`src/rtl/o_normalize.sv`:
```
// o_normalize: divides an accumulated O* vector by its denominator lane l.
// A bit-serial restoring divider forms recip = 2^(2*FRAC) / l, then each
// numerator lane is multiplied by recip, shifted back into Q format and
// saturated. One result is held in DONE until the downstream stage takes it.

`ifndef MAX_EMBEDDING_DIM
`define MAX_EMBEDDING_DIM 4
`endif

module o_normalize #(
   parameter int DIM  = `MAX_EMBEDDING_DIM,
   parameter int DW   = 16,
   parameter int FRAC = 8
) (
   input  logic                  clock,
   input  logic                  reset,
   input  logic                  vld_in,
   output logic                  rdy_out,
   input  logic [(DIM+1)*DW-1:0] star_in,
   output logic                  vld_out,
   input  logic                  rdy_in,
   output logic [DIM*DW-1:0]     o_out,
   output logic                  div_err
);

   // Quotient width: 2^(2*FRAC) needs 2*FRAC+1 bits (l = 1 gives the full value).
   localparam int RW = 2*FRAC + 1;
   // Full product width: signed lane times zero-extended unsigned recip.
   localparam int PW = DW + RW + 1;
   // Lane index runs 0..DIM; the extra count drains the multiply pipeline.
   localparam int IW = (DIM + 1 > 1) ? $clog2(DIM + 1) : 1;
   localparam int CW = $clog2(RW);

   localparam logic signed [PW-1:0] SAT_MAX = {{(PW-DW+1){1'b0}}, {(DW-1){1'b1}}};
   localparam logic signed [PW-1:0] SAT_MIN = {{(PW-DW+1){1'b1}}, {(DW-1){1'b0}}};

   typedef enum logic [1:0] {
      IDLE,
      RECIP,
      SCALE,
      DONE
   } state_t;

   state_t r_state;
   state_t w_nextState;

   logic signed [DW-1:0] r_lane [DIM+1];
   logic signed [DW-1:0] r_out  [DIM];
   logic [IW-1:0]        r_laneIdx;
   logic [CW-1:0]        r_bitCnt;
   logic [DW:0]          r_rem;
   logic [RW-1:0]        r_dividend;
   logic [RW-1:0]        r_recip;
   logic signed [PW-1:0] r_prod;
   logic                 r_err;

   logic                 w_accept;
   logic                 w_lPos;
   logic [DW+1:0]        w_trial;
   logic [DW+1:0]        w_sub;
   logic                 w_ge;
   logic signed [DW-1:0] w_lane;
   logic signed [PW-1:0] w_prod;
   logic signed [PW-1:0] w_shift;
   logic signed [DW-1:0] w_sat;

   // A vector is taken whenever upstream offers one and we advertise ready.
   assign w_accept = vld_in && rdy_out;

   // The denominator on the input port is usable only if strictly positive.
   assign w_lPos = !star_in[(DIM+1)*DW-1] && (star_in[DIM*DW +: DW] != '0);

   // Restoring-division step: bring down the next dividend bit and try to subtract l.
   assign w_trial = {r_rem, r_dividend[RW-1]};
   assign w_sub   = w_trial - {2'b00, r_lane[DIM]};
   assign w_ge    = (w_trial >= {2'b00, r_lane[DIM]});

   // Select the numerator lane addressed by the current lane index.
   always_comb begin
      w_lane = '0;
      for (int i = 0; i < DIM; i++) begin
         if (r_laneIdx == IW'(i)) begin
            w_lane = r_lane[i];
         end
      end
   end

   // Full-width signed product of the selected lane and the positive reciprocal.
   assign w_prod = PW'(w_lane) * PW'($signed({1'b0, r_recip}));

   // Shift the registered product back to Q format (floor) and clamp to the lane range.
   always_comb begin
      w_shift = r_prod >>> FRAC;
      w_sat   = DW'(w_shift);
      if (w_shift > SAT_MAX) begin
         w_sat = {1'b0, {(DW-1){1'b1}}};
      end else if (w_shift < SAT_MIN) begin
         w_sat = {1'b1, {(DW-1){1'b0}}};
      end
   end

   // State register; reset always wins over any handshake in the same cycle.
   always_ff @(posedge clock) begin
      if (!reset) begin
         r_state <= IDLE;
      end else begin
         r_state <= w_nextState;
      end
   end

   // Next-state and handshake decode; DONE can hand off and reload in one cycle.
   always_comb begin
      w_nextState = r_state;
      rdy_out     = 1'b0;
      vld_out     = 1'b0;
      case (r_state)
         IDLE: begin
            rdy_out = 1'b1;
            if (vld_in) begin
               w_nextState = w_lPos ? RECIP : SCALE;
            end
         end
         RECIP: begin
            if (r_bitCnt == CW'(RW - 1)) begin
               w_nextState = SCALE;
            end
         end
         SCALE: begin
            if (r_laneIdx == IW'(DIM)) begin
               w_nextState = DONE;
            end
         end
         DONE: begin
            vld_out = 1'b1;
            rdy_out = rdy_in;
            if (rdy_in) begin
               if (vld_in) begin
                  w_nextState = w_lPos ? RECIP : SCALE;
               end else begin
                  w_nextState = IDLE;
               end
            end
         end
         default: begin
            w_nextState = IDLE;
         end
      endcase
   end

   // Datapath: capture on accept, shift out quotient bits in RECIP, then scale
   // lanes through a two-stage multiply/saturate pipeline in SCALE.
   always_ff @(posedge clock) begin
      if (!reset) begin
         r_laneIdx  <= '0;
         r_bitCnt   <= '0;
         r_rem      <= '0;
         r_dividend <= '0;
         r_recip    <= '0;
         r_prod     <= '0;
         r_err      <= 1'b0;
         for (int i = 0; i <= DIM; i++) begin
            r_lane[i] <= '0;
         end
         for (int i = 0; i < DIM; i++) begin
            r_out[i] <= '0;
         end
      end else if (w_accept) begin
         for (int i = 0; i <= DIM; i++) begin
            r_lane[i] <= star_in[i*DW +: DW];
         end
         r_laneIdx  <= '0;
         r_bitCnt   <= '0;
         r_rem      <= '0;
         r_dividend <= {1'b1, {(RW-1){1'b0}}};
         r_recip    <= '0;
         r_err      <= !w_lPos;
      end else begin
         case (r_state)
            RECIP: begin
               r_rem      <= (DW+1)'(w_ge ? w_sub : w_trial);
               r_recip    <= {r_recip[RW-2:0], w_ge};
               r_dividend <= {r_dividend[RW-2:0], 1'b0};
               r_bitCnt   <= r_bitCnt + CW'(1);
            end
            SCALE: begin
               if (r_laneIdx != IW'(DIM)) begin
                  r_prod    <= w_prod;
                  r_laneIdx <= r_laneIdx + IW'(1);
               end
               for (int i = 0; i < DIM; i++) begin
                  if (r_laneIdx == IW'(i + 1)) begin
                     r_out[i] <= w_sat;
                  end
               end
            end
            default: begin
            end
         endcase
      end
   end

   // Pack the registered result lanes onto the output bus.
   always_comb begin
      o_out = '0;
      for (int i = 0; i < DIM; i++) begin
         o_out[i*DW +: DW] = r_out[i];
      end
   end

   assign div_err = r_err;

endmodule
```
`config.mk`:
```
export PLATFORM = sky130hd
export DESIGN_NAME = o_normalize
export DESIGN_NICKNAME = d
export VERILOG_FILES = /design/src/rtl/o_normalize.sv
export SDC_FILE = /design/constraint.sdc
export NUM_CORES = 1
export LEC_CHECK = 0
export CORE_ASPECT_RATIO = 1.1
export CORE_MARGIN = 3
export CORE_UTILIZATION = 43
export CTS_BUF_LIST = sky130_fd_sc_hd__clkbuf_4 sky130_fd_sc_hd__clkbuf_8 sky130_fd_sc_hd__clkbuf_16
export CTS_CLUSTER_SIZE = 20
export DETAILED_ROUTE_END_ITERATION = 16
export SYNTH_ARGS = -nofsm -noshare
export SYNTH_HDL_FRONTEND = slang
export SYNTH_SLANG_ARGS = --single-unit
```
`constraint.sdc`:
```
create_clock -name clock -period 9.9 [get_ports clock]
set_input_delay 0.99 -clock clock [delete_from_list [all_inputs] [get_ports clock]]
set_output_delay 0.99 -clock clock [all_outputs]
set_load 0.02 [all_outputs]
```
==> impl_metrics.yaml, run 1 <==
synthesis:
  ys_seq_area_share_pct: 30.7
  async_flop_share_pct: 0
  synth_compound_area_share_pct: 8.66
  synth_edf_count: 144
  synthAdderAreaFrac_pct: 32.0
  synth_mux_area_share_pct: 1.24
  ys.flop_type: "edfxtp_1"
  syn_avg_cell_area_um2: 9.48
  syn_inst: 1984
  ys_types: 63
  syn_nets: 2424
  netlist_area_um2: 18800
  synth_xor_area_share_pct: 1.68
  yosys_warnings: 0
  synth-seq-cells: 216
  synth_top_family_by_area: "adder cells"
  synth-simple-area-share_pct: 17.7
timing:
  fmax_mhz: 122
  hold_viol: 0
  rsz0062_at_grt: "false"
  setup_viol: 0
  tns_ns: 0
  slew_violations: 0
  fin_skew_ns: 0.0141
  finalCritPeriodShare_pct: 83.0
  worst_slew_pin_slew_ns: 1.17
  setup_ws_ns: 1.68
  min_period_ns: 8.22
  timing.slew.headroom_pct: 22.3
hold_path:
  min_path_type: "reg2reg"
clock_tree:
  cts_buffers: 24
  path_clk_slew_ns: 0.06
  cts.path.max_buffers: 3
  ctsHoldBuffers: 0
  post-cts-setup-buffer-count: 0
  cts_max_level: 1
  clk_latency_ns: 0.55
  cts.repair.resized: 0
  cts_root_buffer: "clkbuf_16"
  cts_tree: "done"
  clock_sinks: 216
placement:
  io_buffers: 150
  dp_slack_ns: 1.73
  dpl-instance-area_um2: 20800
  place_congestion: 0.842
  dpl.hpwl_um: 34300
critical_path:
  cp-endpoint: "r_prod[32]"
  required_ns: 10.36
  path_class: "reg2reg"
  rr_endpoint: "r_prod[32]"
  end_kind: "flip-flop"
  path_max_fanout: 33
  timing.rr.start: "r_laneIdx[1]"
  cp-startpoint: "r_laneIdx[1]"
  startpoint_type: "flip-flop"
  rrSetupSlack_ns: 1.68
  rr_worst_depth: 24
  cp.arrival_ns: 8.68
power:
  p_int_w: 0.00230
  vdd_drop_max_mv: 0.278
  swShare_pct: 42.4
  clkPwrFrac_pct: 21.8
  leakage_nw: 9.94
  power_density_nw_per_um2: 184
  switchingPower_w: 0.00169
  seqPwrFrac_pct: 30.6
  p_comb_share_pct: 47.6
drt:
  drt-wirelength-per-cell_um: 16.4
  num_vias: 13700
  via_per_inst: 5.11
  remaining_drc_errors: 0
  drt-met1-wl_um: 19100
  drt-initial-drc-count: 607
  wl_met2_um: 22100
  routed.top_layer: "met4"
  drt_first_pass_iters: 5
  ant_nets: 0
  routed_wl_um: 43900
  wl_met3_um: 1570
grt:
  antenna_found_initial: 0
  grt_pass1_vias: 13900
  grt_overflow: 0
  grt_max_degree: 103
  gr-usage-all-layers_pct: 19.4
  grt_pass1_wl_um: 72600
cells_and_area:
  layout-drive-gt1-share_pct: 4.46
  diodes: 0
  fillers: 3997
  seq_area_um2: 5770
  final_util_pct: 50.7
  multi_input_area_um2: 11500
  area_growth_pct: 15.0
  nets: 2529
  fin_area_um2: 21600
floorplanning:
  initial_core_util_pct: 44.0
  ios: 151
  dieHeight_um: 225
  die_w_um: 205
  core-area_um2: 42700
  fp-row-count: 79
  die_area_um2: 46300
job:
  cap_violations: 0
status:
  status: "finished, final reports clean"
[worst max-delay path: stages, from the launching register on]
cell       delay, ns
dfxtp_1         0.34
inv_1           0.09
ha_1            0.88
a21oi_1         0.21
a221oi_2        0.45
or2_2           0.39
nand2_1         0.12
fa_1            0.57
fa_1            0.46
fa_1            0.49
fa_1            0.49
inv_1           0.06
fa_1            0.53
inv_1           0.06
fa_1            0.53
inv_1           0.06
ha_1            0.35
nand2_1         0.12
o2111ai_1       0.12
a221oi_1        0.49
o2111ai_2       0.27
a31oi_1         0.42
o31ai_2         0.13
or3_1           0.35
a31oi_1         0.16
[state kept, by name, indices dropped and copies added (netlist names), 2 cells and up]
| signal | count |
|---|---|
| r_state | 2 |
| r_rem | 17 |
| r_out | 64 |
| r_lane | 80 |
| r_laneIdx | 3 |
| r_recip | 17 |
| r_prod | 26 |
| r_bitCnt | 5 |
[cell usage in the layout, fill, tap and decap left out, types with 3 or more instances in the layout]
| master | instances |
|---|---|
| o31ai_1 | 3 |
| xor2_1 | 13 |
| clkbuf_4 | 3 |
| nand3_1 | 20 |
| and2_1 | 116 |
| xnor2_1 | 23 |
| buf_4 | 24 |
| nand2b_1 | 12 |
| dfxtp_1 | 72 |
| a31oi_1 | 10 |
| nor2b_1 | 19 |
| o21a_1 | 4 |
| nor3_1 | 8 |
| inv_1 | 308 |
| nor4_1 | 7 |
| o21ba_2 | 3 |
| clkdlybuf4s50_1 | 149 |
| o21ai_1 | 22 |
| or2_2 | 8 |
| nand2_1 | 226 |
| o21ai_0 | 43 |
| ha_1 | 147 |
| and3_1 | 86 |
| a211o_1 | 6 |
| fa_1 | 208 |
| mux2i_1 | 21 |
| nand4_1 | 7 |
| a311oi_1 | 6 |
| clkbuf_16 | 24 |
| a21o_1 | 16 |
| nand4b_1 | 3 |
| o211ai_1 | 11 |
| a211oi_1 | 15 |
| edfxtp_1 | 144 |
| nor2_1 | 169 |
| a21oi_1 | 90 |
| clkinv_2 | 5 |
| clkbuf_8 | 5 |
| or3_1 | 6 |
[stage by stage]
step | hold WS, ns | instances | total power [W]
2_1_floorplan | 0.429 | 1984 | 0.00258
6_report | 0.449 | 2674 | 0.00399
3_5_place_dp | 0.445 | 2630 | 0.00315
3_3_place_gp | 0.441 | 2630 | 0.00312
4_1_cts | 0.453 | 2674 | 0.00403
5_1_grt | 0.481 | 2674 | 0.00432
[metal layers]
metal  up-vias  track usage (%)
li1       6634                -
met1      6705             25.5
met2       249             33.9
met3        70             2.35
met4         0             5.31
met5         -                0
[worst min-delay path by stage]
stage,cells past startpoint,slack (ns),start,to
6_report,2,0.45,r_prod[19],r_prod[19]
5_1_grt,2,0.48,r_prod[18],r_prod[18]
4_1_cts,2,0.45,r_prod[20],r_prod[20]
3_5_place_dp,2,0.44,r_prod[19],r_prod[19]
3_3_place_gp,2,0.44,r_prod[10],r_prod[10]
2_1_floorplan,2,0.43,r_prod[14],r_prod[14]
[final cells by class]
cell class	count	area share (%)
clock inverters	12	0.457
clock buffers	32	3.20
multi-input cells	1365	53.3
well taps	567	3.28
inverters	308	5.35
flip-flops and latches	216	26.7
repair buffers	174	7.75
[logic make-up (layout without fill, tap and decap cells)]
family / count (synthesis) / after routing
buffers and inverters: 403 / 526
flip-flops: 216 / 216
XOR/XNOR: 36 / 36
AND/OR/NAND/NOR: 693 / 693
AO/OA/AOI/OAI: 257 / 257
adder cells (fa/ha/maj): 356 / 356
multiplexers: 23 / 23
[synth_stat cells, types with 3 or more instances]
| master | instances | area, um^2 |
|---|---|---|
| inv_1 | 308 | 1160 |
| nand2_1 | 227 | 852 |
| fa_1 | 208 | 4160 |
| nor2_1 | 169 | 634 |
| ha_1 | 148 | 1850 |
| edfxtp_1 | 144 | 4320 |
| and2_1 | 117 | 732 |
| a21oi_1 | 91 | 455 |
| clkbuf_1 | 87 | 327 |
| and3_1 | 86 | 538 |
| dfxtp_1 | 72 | 1440 |
| o21ai_0 | 46 | 230 |
| xnor2_1 | 23 | 201 |
| mux2i_1 | 21 | 210 |
| nand3_1 | 20 | 100 |
| nor2b_1 | 19 | 119 |
| o21ai_1 | 19 | 95.1 |
| a21o_1 | 16 | 120 |
| a211oi_1 | 15 | 113 |
| xor2_1 | 13 | 114 |
| nand2b_1 | 12 | 75.1 |
| o211ai_1 | 11 | 82.6 |
| a31oi_1 | 10 | 62.6 |
| nor3_1 | 8 | 40.0 |
| or2_2 | 8 | 50.1 |
| nand4_1 | 7 | 43.8 |
| nor4_1 | 7 | 43.8 |
| a211o_1 | 6 | 52.6 |
| a311oi_1 | 6 | 52.6 |
| or3_1 | 6 | 37.5 |
| buf_1 | 5 | 18.8 |
| o21a_1 | 4 | 30.0 |
| nand4b_1 | 3 | 26.3 |
| o21ba_2 | 3 | 30.0 |
| o31ai_1 | 3 | 22.5 |
[power by group through the flow]
stage               Sequential [W]  Clock, W  Combinational, W
detailed placement         0.00124         0           0.00191
floorplan                  0.00124         0           0.00134
finish                     0.00122  0.000871           0.00190
CTS                        0.00122  0.000892           0.00192
global route               0.00124  0.000930           0.00215
global placement           0.00124         0           0.00189
(Power assumes the default switching activity.)
==> inputs of run 2 (changes only) <==
==> constraint.sdc (replaced) <==
create_clock -name clock -period 8.23 [get_ports clock]
set_input_delay 0.823 -clock clock [delete_from_list [all_inputs] [get_ports clock]]
set_output_delay 0.823 -clock clock [all_outputs]
set_load 0.02 [all_outputs]
==> impl_metrics.yaml, run 2 (synthesis results as in run 1) <==
power:
  totalPowerFinal_w: 0.00483
  p_comb_share_pct: 47.7
  power_density_nw_per_um2: 222
  switchingPower_w: 0.00205
  leakage_nw: 9.97
  vdd_drop_max_mv: 0.294
  clkPwrFrac_pct: 21.7
  swShare_pct: 42.4
  seqPwrFrac_pct: 30.6
  p_int_w: 0.00278
timing:
  fin_skew_ns: 0.0204
  rsz0062_at_grt: "false"
  slew_violations: 0
  finalCritPeriodShare_pct: 92.8
  worst_slew_pin_slew_ns: 1.12
  fmax_mhz: 131
  timing.slew.headroom_pct: 25.3
  setup_ws_ns: 0.590
  min_period_ns: 7.64
  hold_viol: 0
  setup_viol: 0
  tns_ns: 0
cells_and_area:
  fillers: 4038
  reg_top3: "r_lane x80, r_out x64, r_prod x26"
  largest_register: "r_lane"
  instances_no_fill: 2684
  multi_input_area_um2: 11500
  mostFrequentLayoutCell: "inv_1"
  diodes: 0
  nets: 2539
  final_cell_mix: "308 x inv_1, 226 x nand2_1, 208 x fa_1"
  seq_area_um2: 5770
  area_growth_pct: 15.4
  largest_register_ff_count: 80
  layout-drive-gt1-share_pct: 4.96
status:
  status: "finished, final reports clean"
grt:
  grt_overflow: 0
  grt_pass1_vias: 14400
  grt_max_degree: 103
  grt_pass1_wl_um: 74600
  gr-usage-all-layers_pct: 20.0
  antenna_found_initial: 0
floorplanning:
  initial_core_util_pct: 44.0
  core-area_um2: 42700
  fp-row-count: 79
  dieHeight_um: 225
  die_area_um2: 46300
  die_w_um: 205
  ios: 151
clock_tree:
  post-cts-setup-buffer-count: 0
  cts_buffers: 24
  cts_tree: "done"
  cts_max_level: 1
  cts.path.max_buffers: 3
  clock_sinks: 216
  cts_root_buffer: "clkbuf_16"
  clk_latency_ns: 0.55
  path_clk_slew_ns: 0.06
critical_path:
  timing.rr.start: "r_laneIdx[1]"
  critical_path.slowest_cell: "fa_1"
  rr_endpoint: "r_prod[32]"
  cp_slowest_stage_delay_ns: 0.55
  path_common_cell: "fa_1"
  path_class: "reg2reg"
  cp.arrival_ns: 8.10
  required_ns: 8.69
  rr_worst_depth: 29
  startpoint_type: "flip-flop"
  path_max_fanout: 22
  rrSetupSlack_ns: 0.59
  end_kind: "flip-flop"
drt:
  drt-initial-drc-count: 738
  drt_first_pass_iters: 5
  ant_nets: 0
  drt-wirelength-per-cell_um: 16.8
  num_vias: 13800
  remaining_drc_errors: 0
  routed_wl_um: 45100
  via_per_inst: 5.14
placement:
  dp_cells: 2640
  io_buffers: 150
  dp_slack_ns: 0.517
  place_congestion: 0.868
  dpl.hpwl_um: 35600
hold_path:
  min_path_type: "reg2reg"
  whs_path_depth: 2
  min_to: "r_prod[21]"
  min-delay-start: "r_prod[21]"
job:
  cap_violations: 0
## run 2: cell types whose count changed in the layout (fill, tap and decap cells not counted), moves of 2 or more
| cell | before | now |
|---|---|---|
| buf_4 | 24 | 34 |
| clkbuf_8 | 5 | 0 |
| clkinvlp_4 | 1 | 3 |
| clkbuf_4 | 3 | 6 |
## run 2: timing repair
item                                    CTS  global route
resized for setup                         0             1
endpoints found under the setup margin    0             2
hold buffers                              0             0
## run 2: final cells by class
type	instances	area share (%)
clock inverter	14	0.623
multi-input combinational	1365	53.2
tap	567	3.27
sequential	216	26.6
timing repair buffer	184	8.07
clock buffer	30	2.98
inverter	308	5.33
## run 2: metrics by stage
step           hold slack (ns)  area (um^2)  util, %
2_1_floorplan            0.429        18800        -
3_3_place_gp             0.440        20900     49.0
3_5_place_dp             0.443        20900     49.0
4_1_cts                  0.450        21700     50.8
5_1_grt                  0.471        21700     50.8
6_report                 0.449        21700     50.8
## run 2: worst max path at each step
stage | from | endpoint | slack [ns] | cells after the start
6_report | r_laneIdx[1] | r_prod[32] | 0.59 | 29
5_1_grt | r_laneIdx[1] | r_prod[32] | 0.02 | 29
4_1_cts | r_laneIdx[1] | r_prod[32] | 0.50 | 29
3_5_place_dp | r_laneIdx[1] | r_prod[32] | 0.52 | 29
3_3_place_gp | r_laneIdx[1] | r_prod[32] | 0.69 | 29
2_1_floorplan | r_laneIdx[1] | r_prod[32] | 0.96 | 27
## run 2: routing by layer
layer  wire, um  global-route usage [%]  up-vias
met4        900                    4.45        0
met2      23300                    36.3      255
li1           -                       -     6652
met5          0                       0        -
met1      19500                    25.9     6821
met3       1310                    1.88       62
## run 2: power groups by stage
stage                     registers [W]  logic (W)  clock network [W]
after floorplan                 0.00149    0.00161                  0
after global placement          0.00150    0.00228                  0
after detailed placement        0.00150    0.00232                  0
after CTS                       0.00148    0.00233            0.00108
after global routing            0.00149    0.00261            0.00111
final                           0.00148    0.00230            0.00105
## run 2: critical path, delay by kind of cell, from the launching register on
| family | cells | cell delay, ns |
|---|---|---|
| buf+inv | 7 | 0.80 |
| simple gates | 5 | 0.80 |
| compound gates | 9 | 1.78 |
| fa+ha+maj | 8 | 3.81 |
| flops | 1 | 0.34 |
